### src/rtl/lfsr_pkg.sv
// Shared types and helpers for the LFSR round-robin scheduler.
// Latency: n/a (package only).
// Backpressure: n/a (package only).
package lfsr_pkg;

    typedef enum logic [1:0] {
        IDLE    = 2'd0,
        SHIFT   = 2'd1,
        DELIVER = 2'd2
    } state_t;

    localparam logic [7:0] INIT_STATE_DEFAULT = 8'b1001_0001;
    localparam logic [7:0] TAPS_DEFAULT       = 8'b1111_0011;

    // rr_pick works on a fixed-width request vector; callers zero-pad.
    localparam int RR_MAX_REQ = 16;
    localparam int RR_IDX_W   = 4;

    // First requester found searching upward from ptr+1, wrapping at num_req.
    function automatic logic [RR_IDX_W-1:0] rr_pick(
        input logic [RR_MAX_REQ-1:0] req,
        input logic [RR_IDX_W-1:0]   ptr,
        input int                    num_req
    );
        logic [RR_IDX_W-1:0] win;
        logic [RR_IDX_W-1:0] idx_v;
        logic                found;
        int                  idx;
        win   = '0;
        found = 1'b0;
        for (int i = 1; i <= num_req; i++) begin
            idx   = (int'(ptr) + i) % num_req;
            idx_v = idx[RR_IDX_W-1:0];
            if (!found && req[idx_v]) begin
                found = 1'b1;
                win   = idx_v;
            end
        end
        return win;
    endfunction

endpackage

### src/rtl/lfsr_core.sv
// Galois LFSR with load and step enables; a zero load value is replaced by Initial_State.
// Latency: load/step take effect on the next rising edge.
// Backpressure: none, the state only moves when load or step is asserted.
module lfsr_core
    import lfsr_pkg::*;
#(
    parameter int               Length           = 8,
    parameter logic [Length-1:0] Initial_State    = INIT_STATE_DEFAULT,
    parameter logic [Length-1:0] Tap_Coefficients = TAPS_DEFAULT
) (
    input  logic              Clock,
    input  logic              Reset,
    input  logic              load,
    input  logic [Length-1:0] load_value,
    input  logic              step,
    output logic [Length-1:0] state
);

    // Stage k of the [1:Length] numbering lives at vector bit Length-k.
    logic [Length-1:0] state_q;
    logic [Length-1:0] state_d;
    logic [Length-1:0] stepped;
    logic              fb;

    always_comb begin
        fb      = state_q[0];
        stepped = {fb, state_q[Length-1:1] ^ (Tap_Coefficients[Length-2:0] & {(Length-1){fb}})};
        state_d = state_q;
        if (load) begin
            state_d = (load_value == '0) ? Initial_State : load_value;
        end else if (step) begin
            state_d = stepped;
        end
    end

    always_ff @(posedge Clock or posedge Reset) begin
        if (Reset) begin
            state_q <= Initial_State;
        end else begin
            state_q <= state_d;
        end
    end

    assign state = state_q;

endmodule

### src/rtl/lfsr_rr_scheduler.sv
// Round-robin shares one LFSR between NumReq requesters; Length fresh steps per grant.
// Latency: Req sampled at edge t -> Valid/Gnt in the cycle after edge t+Length+1.
// Backpressure: Req is a level held until Gnt; inputs are ignored while Busy.
module lfsr_rr_scheduler
    import lfsr_pkg::*;
#(
    parameter int                Length           = 8,
    parameter int                NumReq           = 4,
    parameter logic [Length-1:0] Initial_State    = INIT_STATE_DEFAULT,
    parameter logic [Length-1:0] Tap_Coefficients = TAPS_DEFAULT
) (
    input  logic              Clock,
    input  logic              Reset,
    input  logic              Seed_Load,
    input  logic [Length-1:0] Seed,
    input  logic [NumReq-1:0] Req,
    output logic [NumReq-1:0] Gnt,
    output logic [Length-1:0] Y,
    output logic              Valid,
    output logic              Busy
);

    localparam int PtrW = $clog2(NumReq);
    localparam int CntW = $clog2(Length + 1);

    state_t            st_q, st_d;
    logic [CntW-1:0]   cnt_q, cnt_d;
    logic [PtrW-1:0]   win_q, win_d;
    logic [PtrW-1:0]   ptr_q, ptr_d;
    logic [Length-1:0] y_q, y_d;
    logic [NumReq-1:0] gnt_q, gnt_d;
    logic              vld_q, vld_d;

    logic                  lfsr_load;
    logic                  lfsr_step;
    logic [Length-1:0]     lfsr_state;
    logic [RR_MAX_REQ-1:0] req_ext;
    logic [RR_IDX_W-1:0]   pick;

    lfsr_core #(
        .Length           (Length),
        .Initial_State    (Initial_State),
        .Tap_Coefficients (Tap_Coefficients)
    ) u_core (
        .Clock      (Clock),
        .Reset      (Reset),
        .load       (lfsr_load),
        .load_value (Seed),
        .step       (lfsr_step),
        .state      (lfsr_state)
    );

    always_comb begin
        req_ext              = '0;
        req_ext[NumReq-1:0]  = Req;
        pick                 = rr_pick(req_ext, RR_IDX_W'(ptr_q), NumReq);
    end

    always_comb begin
        st_d      = st_q;
        cnt_d     = cnt_q;
        win_d     = win_q;
        ptr_d     = ptr_q;
        y_d       = y_q;
        gnt_d     = '0;
        vld_d     = 1'b0;
        lfsr_load = 1'b0;
        lfsr_step = 1'b0;
        case (st_q)
            IDLE: begin
                if (Seed_Load) begin
                    lfsr_load = 1'b1;
                end else if (|Req) begin
                    win_d = PtrW'(pick);
                    cnt_d = CntW'(Length);
                    st_d  = SHIFT;
                end
            end
            SHIFT: begin
                lfsr_step = 1'b1;
                cnt_d     = cnt_q - CntW'(1);
                if (cnt_q == CntW'(1)) begin
                    st_d = DELIVER;
                end
            end
            DELIVER: begin
                // Outputs register here, so Valid shows in the following (IDLE) cycle.
                y_d          = lfsr_state;
                gnt_d[win_q] = 1'b1;
                vld_d        = 1'b1;
                ptr_d        = win_q;
                st_d         = IDLE;
            end
            default: begin
                st_d = IDLE;
            end
        endcase
    end

    always_ff @(posedge Clock or posedge Reset) begin
        if (Reset) begin
            st_q  <= IDLE;
            cnt_q <= '0;
            win_q <= '0;
            ptr_q <= PtrW'(NumReq - 1);
            y_q   <= '0;
            gnt_q <= '0;
            vld_q <= 1'b0;
        end else begin
            st_q  <= st_d;
            cnt_q <= cnt_d;
            win_q <= win_d;
            ptr_q <= ptr_d;
            y_q   <= y_d;
            gnt_q <= gnt_d;
            vld_q <= vld_d;
        end
    end

    assign Gnt   = gnt_q;
    assign Y     = y_q;
    assign Valid = vld_q;
    assign Busy  = (st_q != IDLE);

endmodule

### config.mk
export PLATFORM = sky130hd
export DESIGN_NAME = lfsr_rr_scheduler
export DESIGN_NICKNAME = d
export VERILOG_FILES = /design/src/rtl/lfsr_pkg.sv /design/src/rtl/lfsr_core.sv /design/src/rtl/lfsr_rr_scheduler.sv
export SDC_FILE = /design/constraint.sdc
export NUM_CORES = 1
export LEC_CHECK = 0
export BUFFER_PORTS_ARGS = -buffer_cell sky130_fd_sc_hd__buf_2
export CAP_MARGIN = 10
export CORE_MARGIN = 1
export CORE_UTILIZATION = 45
export DETAILED_ROUTE_END_ITERATION = 10
export HOLD_SLACK_MARGIN = 0.02
export PLACE_DENSITY = 0.67
export RECOVER_POWER = 25
export SLEW_MARGIN = 30
export SYNTH_ARGS = -nofsm -noshare
export SYNTH_HDL_FRONTEND = slang
export SYNTH_SLANG_ARGS = --single-unit
### constraint.sdc
create_clock -name Clock -period 1.4 [get_ports Clock]
set_input_delay 0.35 -clock Clock [delete_from_list [all_inputs] [get_ports Clock]]
set_output_delay 0.35 -clock Clock [all_outputs]
set_load 0.01 [all_outputs]
After elaboration in Yosys (flattened, before gate mapping)
Index checks and enable logic that the tools add are counted.
Storage, ports and cells
  bits of input ports: 15
  output and inout bits: 14
  register bits: 31
  logic and storage cells: 83
Cells by class
  add/sub/neg operators: 5
  muxes and demuxes: 32
  equal/unequal tests: 6
  bitwise operators: 6
  order comparisons: 6
  reductions and logical operators: 20
Operators with widths (count)
  $mux W8: 3
  $lt A4 B5 Y1 const B: 4
  $mux W2: 7
  $bmux W1 S3: 4
  $mux W1: 12
  $mux W4: 3
  $reduce_and A3 Y1: 3
  $logic_not A8 Y1: 1
  $pmux W4 S2: 1
  $reduce_or A2 Y1: 4
  $xor A7 B7 Y7: 1
  $ne A2 B2 Y1 const B: 3
  $reduce_bool A2 Y1: 3
  $add A2 B1 Y2 const B: 2
  $add A2 B2 Y2 const B: 2
  $and A1 B1 Y1 const A: 4
  $eq A4 B1 Y1 const B: 1
  $logic_and A1 B1 Y1: 4
  $pmux W2 S2: 1
  $reduce_or A4 Y1: 1
  $sub A4 B1 Y4 const B: 1
  $logic_not A1 Y1: 3
  $lt A2 B3 Y1 const B: 1
  $demux W1 S2: 1
  other kinds (5): 5

Logic depth before layout (Yosys ltp)
Gate-level depths: netlist of the first run.
  depth after elaboration: 15
  mapped depth: 5
  gate-level depth less buffers: 4

By module
From an unflattened synthesis of the first run, not the netlist that was laid out.
Second synthesis, totals
  cells, all modules: 135
  area, all modules: 1536.5 um^2
By module, submodules not included
  lfsr_rr_scheduler: area an instance 1059.8 um^2, seq. area each 578.1 um^2, instances 1, cells each 87
  lfsr_core: area an instance 476.7 um^2, seq. area each 203.9 um^2, instances 1, cells each 48

Worst setup path after synthesis of the first run
Ideal clock, no wire load.
  kind: register to register
  start point: register st_q[1]
  end point: register win_q[1]
  buffers on the path: 0
  path slack: 0.012 ns
  clock period less this slack: 1.388 ns
  stages on the path, launching flop included: 4
  arrival: 1.264 ns
  library setup time: 0.125 ns
  required time: 1.275 ns
  path through: dfrtp_1 or2_1 nor3_1 mux2_2
On the way
  longest elaborated chain between the ends: 2
RTL lines
  start: declaration: line lfsr_rr_scheduler.sv:26  | state_t st_q, st_d;
  start signal: assignment: line lfsr_rr_scheduler.sv:110  | st_q <= st_d;
  $logic_not A2 Y1: line lfsr_rr_scheduler.sv:69  | case (st_q)
  $reduce_and A3 Y1 (no source line)
  end signal: assignment: line lfsr_rr_scheduler.sv:112  | win_q <= win_d;
  end: declaration: line lfsr_rr_scheduler.sv:28  | logic [PtrW-1:0] win_q, win_d;
No other way between the ends.
A chain may end at the register's enable or synchronous reset.

Worst setup path after layout of the first run
  start point: register st_q[1]
  end point: output Busy
On the way
  longest elaborated chain between the ends: 1
RTL lines
  $reduce_bool A2 Y1: line lfsr_rr_scheduler.sv:123  | assign Busy = (st_q != IDLE);
  end: declaration: line lfsr_rr_scheduler.sv:20  | output logic Busy
No other way between the ends.

==> results of run 1 <==
## cells by family after synthesis
group,Yosys count,synth area share [%]
flip-flops,31,51.7
XOR/XNOR,4,2.32
adder cells (fa/ha/maj),2,1.65
buffers and inverters,14,4.80
multiplexers,5,3.39
AND/OR/NAND/NOR,69,21.6
AO/OA/AOI/OAI,28,14.6
## power breakdown
part | internal, mW | switching (mW)
Sequential | 1.29 | 0.336
Combinational | 0.726 | 0.680
Clock | 0.422 | 0.325
Total | 2.44 | 1.34
## synthesized netlist by cell type, drive strengths merged (2+ instances only)
library cell	count
nor3	5
mux2i	4
a22oi	3
nor2b	2
nor2	8
o32a	2
nor4	3
a221o	3
xnor2	4
and3	2
o21ai	2
dfrtp	26
dfstp	5
ha	2
clkbuf	2
a31oi	2
o221ai	3
a21oi	5
inv	9
nand2	38
buf	3
nand2b	5
nor3b	2
## layer usage
| metal | vias up | share of wire, % | track usage (%) |
|---|---|---|---|
| met5 | - | 0 | 0 |
| met4 | 0 | 2.1 | 8.97 |
| met3 | 8 | 4.7 | 6.06 |
| met2 | 35 | 47 | 29.2 |
| met1 | 568 | 47 | 25.2 |
| li1 | 625 | - | - |
## state kept, by name (all words and copies together) (netlist names)
signal	flops
win_q	2
Gnt	4
st_q	2
Y	8
u_core.state	8
Valid	1
cnt_q	4
ptr_q	2
## layout make-up
cell class | count | area [sq um] | area share, %
inverters | 9 | 33.8 | 1.79
flip-flops and latches | 31 | 782 | 41.5
multi-input cells | 108 | 668 | 35.5
clock inverters | 2 | 35.0 | 1.86
repair buffers | 44 | 258 | 13.7
clock buffers | 6 | 51.3 | 2.72
well taps | 44 | 55.1 | 2.92
## cells in the final DEF (no fill, tap or decap), types with 3 or more instances in the layout
master,Yosys,routed
nand2_1,38,38
buf_4,0,15
nor4_1,3,3
xnor2_1,4,4
dfrtp_1,26,26
inv_1,9,8
a221o_1,3,3
buf_2,2,28
o221ai_1,3,3
nand2b_1,5,5
a21oi_1,4,4
clkbuf_4,0,5
mux2i_1,4,4
dfstp_2,5,5
nor3_1,5,5
a22oi_1,3,3
nor2_1,8,8
## through the flow
stage / hold WS (ns) / TNS, ns / instances
6_report: 0.204 / -0.0788 / 244
5_1_grt: 0.255 / -0.213 / 244
4_1_cts: 0.0815 / -0.0750 / 244
3_5_place_dp: 0.442 / -0.225 / 234
3_3_place_gp: 0.437 / -0.0860 / 234
2_1_floorplan: 0.450 / 0 / 153
## final timing paths
kind | startpoint | slack (ns) | cells past startpoint | end
max in group asynchronous | Reset | 0.73 | 3 | Y[0]
worst min-delay path | Reset | 0.20 | 3 | u_core.state[6]
worst max register to register | st_q[1] | -0.01 | 4 | u_core.state[4]
worst max-delay path | st_q[1] | -0.07 | 2 | Busy
min in group Clock | Seed[6] | 0.27 | 2 | u_core.state[6]
worst min register to register | Y[3] | 0.48 | 2 | Y[3]
## worst reg2reg max path, cell delays in order, from the launching register on
cell	delay [ns]
dfrtp_1	0.40
buf_4	0.14
or3b_4	0.41
a211o_1	0.23
a22o_1	0.18
## what timing repair did
| item | in CTS | in global routing |
|---|---|---|
| gates resized for setup | 1 | 2 |
| pin swaps | 2 | 0 |
| setup endpoints to repair | 2 | 9 |
| setup buffers | 2 | 0 |
==> summary.txt, run 1 <==
Outcome
  • Outcome: finished, violations left
  • Violated checks: negative setup slack

Worst setup path
  • Critical path cell sequence: or2_1 -> buf_2
  • Worst path buffer plus inverter count: 1
  • CP arrival: 1.12 ns
  • Crit path launch type: register
  • CP Capture Type: output port
  • CP top delay family: flip-flops
  • CP max stage delay: 0.40 ns
  • CP required: 1.05 ns
  • Slowest library cell on the worst path: dfrtp_1
  • CP Class: reg2out
  • Crit-path max FO: 2

Hold path
  • Hold Path Class: in2async

CTS
  • # clock sinks: 31
  • CTS tree: done
  • CTS buffer count: 5
  • Number of H-tree levels: 2
  • CTS clk-pin slew, worst paths: 0.11 ns
  • CTS root buffer: clkbuf_4
  • CTS Hold Bufs: 0
  • Clock Tree Buf Depth: 2
  • Worst-skew pair later-pin latency: 0.33 ns

Timing
  • Slew HR: 51.2%
  • Clock Skew: 0.0120 ns
  • Max Slew Vio Count: 0
  • Fin crit share: 105%
  • Maximum clock frequency: 0.681 GHz
  • Setup violators final: 2
  • Worst-Margin Slew: 0.732 ns
  • Min Tclk post-route: 1.47 ns
  • Setup WS post-layout: -0.0683 ns
  • Fin. Hold Viols: 0
  • RSZ-0062 raised after global routing: true

Yosys
  • Cell variety after synth: 40
  • Syn avg cell area: 9.89 sq um
  • Syn Inst Count: 153
  • EDFF count, synth: 0
  • Dominant cell type by area after synthesis: dfrtp_1
  • Async SR Flop Fraction: 100%
  • FF+latch count, synth: 31
  • Top post-synthesis cells by area: dfrtp_1 (43%), nand2_1 (9.4%), dfstp_2 (8.7%)
  • Top cell type's share of synthesized area: 43.0%
  • Post-Syn Area: 1510 sq um
  • Synth Flop Type: dfrtp_1
  • Synth Warn #: 0
  • Synthesized Nets: 170
  • Post-synthesis sequential area ratio: 51.7%

Finish
  • Fin nets: 216
  • Layout fillers: 265
  • Share of cells above drive strength 1: 32.0%
  • Diodes inserted: 0
  • Synth-to-Final Area Change: 24.5%
  • Final core occ: 60.2%
  • Final Cell Area: 1880 sq um

Floorplanning
  • Core Region: 3130 sq um
  • Die Span X: 60.0 um
  • Die Height: 60.0 um
  • Die area: 3600 sq um
  • Site Rows: 20
  • Number of I/O pins: 29
  • Initial Util: 48.4%

Power
  • Peak VDD IR: 1.06 mV
  • Total power: 3.78 mW
  • Leakage: 0.957 nW
  • Pwr/cell area: 2010 nW/um^2

Place
  • RePlAce Congestion: 0.881
  • Cell area after placement: 1770 sq um
  • Setup WS pre-CTS: -0.106 ns
  • IO buf count: 28
  • DP HPWL: 2280 um

GRT
  • Initial antenna violation count: 0
  • Total gr overflow: 0
  • First-pass GRT wire length: 5040 um
  • Pin count of the biggest net entering global routing: 32
  • Vias in the first global route: 1144
  • GRT Total Usage: 19.4%

Job
  • MaxCap Viol Count: 0

Route
  • Drt wl/cell: 13.1 um
  • WL final: 3190 um
  • Via count: 1236
  • DR DRC count: 0
  • Post-route ant nets: 0
  • Avg Vias per Cell: 5.07
  • Detailed Route Iter0 Violations: 62
  • First drt pass iteration count: 4
No activity file was read; power rests on OpenSTA's default activity.
==> run 2, diff against run 1 <==
- ABC_AREA: unset -> 1
==> run 2 against run 1 <==
Against the previous run:
- the flow still finishes with violations (negative setup slack)
- count of clock-buffer cells in the layout did not move
- sequential share of layout area fell by 2.3 points
- via count increased by 9.9%
- design area increased by 5.9%
- synthesized area increased by 7.0%
- first-iteration DRC count is 77% higher
- non-clock buffer count fell by 2
- clock skew is 0.0070 ns lower
- global-route usage is 0.39 points higher
- critical path depth grew 9
==> summary.txt, run 2 <==
Outcome
  • Outcome: finished, violations left
  • Violated checks: negative setup slack

Floorplanning
  • Die Height: 62.0 um
  • Core Region: 3390 sq um
  • Number of I/O pins: 29
  • Site Rows: 21
  • Die Span X: 62.0 um
  • Initial Util: 47.8%
  • Die area: 3840 sq um

Worst setup path
  • Critical path cell sequence: inv_6 -> nand2_2 -> nand2_4 -> nand2_4 -> nand2_4 -> nor2_8 -> nand2_2 -> nand3_2 -> nand2_1 -> nand2_1 -> nand2_1
  • CP required: 1.63 ns
  • CP arrival: 1.72 ns
  • Crit-path max FO: 8
  • Worst path buffer plus inverter count: 1
  • CP Class: reg2reg
  • Slowest library cell on the worst path: dfstp_2
  • CP max stage delay: 0.65 ns
  • CP Capture Type: register
  • CP top delay family: simple AND/OR/NAND/NOR gates
  • Crit path launch type: register

Yosys
  • Synthesized Nets: 208
  • Count leader, synth: nand2_1
  • Post-synthesis sequential area ratio: 48.3%
  • Top post-synthesis cells by area: dfrtp_1 (40%), nand2_1 (11%), dfstp_2 (8.1%)
  • Syn avg cell area: 8.48 sq um
  • Async SR Flop Fraction: 100%
  • Post-Syn Area: 1620 sq um
  • Most instantiated cells after synthesis: nand2_1 (46), dfrtp_1 (26), inv_1 (18)
  • Syn Inst Count: 191
  • Dominant cell type by area after synthesis: dfrtp_1
  • EDFF count, synth: 0
  • Synth Warn #: 0
  • Cell variety after synth: 27
  • Top cell type's share of synthesized area: 40.2%
  • FF+latch count, synth: 31
  • Synth Flop Type: dfrtp_1

Power
  • Pwr/cell area: 2130 nW/um^2
  • Sequential share of power: 37.2%
  • Sw frac: 42.2%
  • Clock share of power: 12.8%
  • Total power: 4.24 mW
  • Internal Power: 2.45 mW
  • Sw Pwr: 1.79 mW
  • Peak VDD IR: 1.00 mV
  • Comb pwr share: 50.0%
  • Leakage: 1.04 nW

Timing
  • Min Tclk post-route: 1.49 ns
  • Setup violators final: 3
  • Setup WS post-layout: -0.0950 ns
  • Slew HR: 49.6%
  • Fin crit share: 107%
  • RSZ-0062 raised after global routing: true
  • Setup tns final: -0.191 ns
  • Worst-Margin Slew: 0.756 ns
  • Max Slew Vio Count: 0
  • Fin. Hold Viols: 0
  • Clock Skew: 0.00496 ns
  • Maximum clock frequency: 0.669 GHz

Route
  • Post-route ant nets: 0
  • Drt wl/cell: 11.4 um
  • Avg Vias per Cell: 4.78
  • Via count: 1358
  • Detailed Route Iter0 Violations: 110
  • First drt pass iteration count: 4
  • DR DRC count: 0
  • WL final: 3230 um

GRT
  • Initial antenna violation count: 0
  • GRT Total Usage: 19.7%
  • Pin count of the biggest net entering global routing: 32
  • Total gr overflow: 0
  • First-pass GRT wire length: 5340 um
  • Vias in the first global route: 1189

CTS
  • # clock sinks: 31
  • CTS Hold Bufs: 0
  • CTS buffer count: 5
  • Clock Tree Buf Depth: 2
  • Number of H-tree levels: 2
  • CTS tree: done
  • CTS root buffer: clkbuf_4
  • CTS clk-pin slew, worst paths: 0.10 ns
  • Worst-skew pair later-pin latency: 0.33 ns

Finish
  • Commonest cells after routing, fill and taps aside: nand2_1 (45), buf_2 (27), dfrtp_1 (26)
  • Synth-to-Final Area Change: 23.2%
  • Diodes inserted: 0
  • Share of cells above drive strength 1: 37.0%
  • Most common cell after layout, fill and taps aside: nand2_1
  • Fin nets: 255
  • Final core occ: 58.8%

Hold path
  • Hold Path Class: in2async

Place
  • Setup WS pre-CTS: -0.0899 ns
  • RePlAce Congestion: 0.788
  • IO buf count: 28
  • DP HPWL: 2370 um

Job
  • MaxCap Viol Count: 0
[run 2: area by class of cell]
| class | instances | area, sq um |
|---|---|---|
| Clock buffer | 6 | 51.3 |
| Clock inverter | 1 | 5.00 |
| Fill cell | 310 | 1400 |
| Inverter | 26 | 105 |
| Multi-Input combinational cell | 132 | 744 |
| Sequential cell | 31 | 782 |
| Tap cell | 46 | 57.6 |
| Timing Repair Buffer | 42 | 249 |
[run 2: logic make-up (layout without fill, tap and decap cells)]
group	Yosys count	in the layout	share of synthesized area, %
xor gates and xnor gates	1	1	0.541
AOI/OAI and AO/OA	29	29	11.0
adders and majority gates	2	2	1.55
buffers and inverters	28	75	7.26
DFF	31	31	48.3
and+or+nand+nor	100	100	31.4
[run 2: power by group through the flow]
stage / sequential (mW) / combinational [mW] / clock (mW)
after global placement: 1.59 / 1.97 / 0
after floorplan: 1.58 / 1.42 / 0
after CTS: 1.58 / 2.07 / 0.559
final: 1.58 / 2.12 / 0.543
after detailed placement: 1.60 / 1.97 / 0
after global routing: 1.63 / 2.42 / 0.594
[run 2: path summary, 6_finish.rpt]
path / start / end / slack (ns) / depth (start not counted)
worst max-delay path: ptr_q[0] / win_q[0] / -0.09 / 11
worst min-delay path: Reset / Y[4] / 0.22 / 3
worst max register to register: ptr_q[0] / win_q[0] / -0.09 / 11
worst min register to register: Y[5] / Y[5] / 0.49 / 2
max in group asynchronous: Reset / cnt_q[2] / 0.70 / 3
min in group Clock: Seed[6] / u_core.state[6] / 0.25 / 3
[run 2: worst register-to-register path: cells and delay by family, from the launching register on]
kind	cells	cell delay [ns]
and+or+nand+nor	10	0.68
DFF	1	0.65
buffers and inverters	1	0.08
[run 2: repair_timing]
action / 4_1_cts / 5_1_grt
pin swaps: 2 / 5
gates resized for setup: 3 / 5
setup endpoints to repair: 3 / 4
setup buffers: 3 / 0
[run 2: per-layer routing]
| layer | vias up | global-route usage (%) | share of wire, % | wire length, um |
|---|---|---|---|---|
| li1 | 717 | - | - | - |
| met2 | 35 | 28.9 | 45 | 1470 |
| met1 | 604 | 27.2 | 50 | 1600 |
| met3 | 2 | 7.04 | 4.6 | 147 |
| met5 | - | 0 | 0 | 0 |
| met4 | 0 | 6.67 | 0.40 | 13 |
[run 2: stage by stage]
| stage | std cells | instance area, sq um | hold slack [ns] |
|---|---|---|---|
| 4_1_cts | 284 | 1980 | 0.0894 |
| 3_3_place_gp | 274 | 1880 | 0.447 |
| 5_1_grt | 284 | 1990 | 0.243 |
| 3_5_place_dp | 274 | 1880 | 0.454 |
| 6_report | 284 | 1990 | 0.217 |
| 2_1_floorplan | 191 | 1620 | 0.450 |
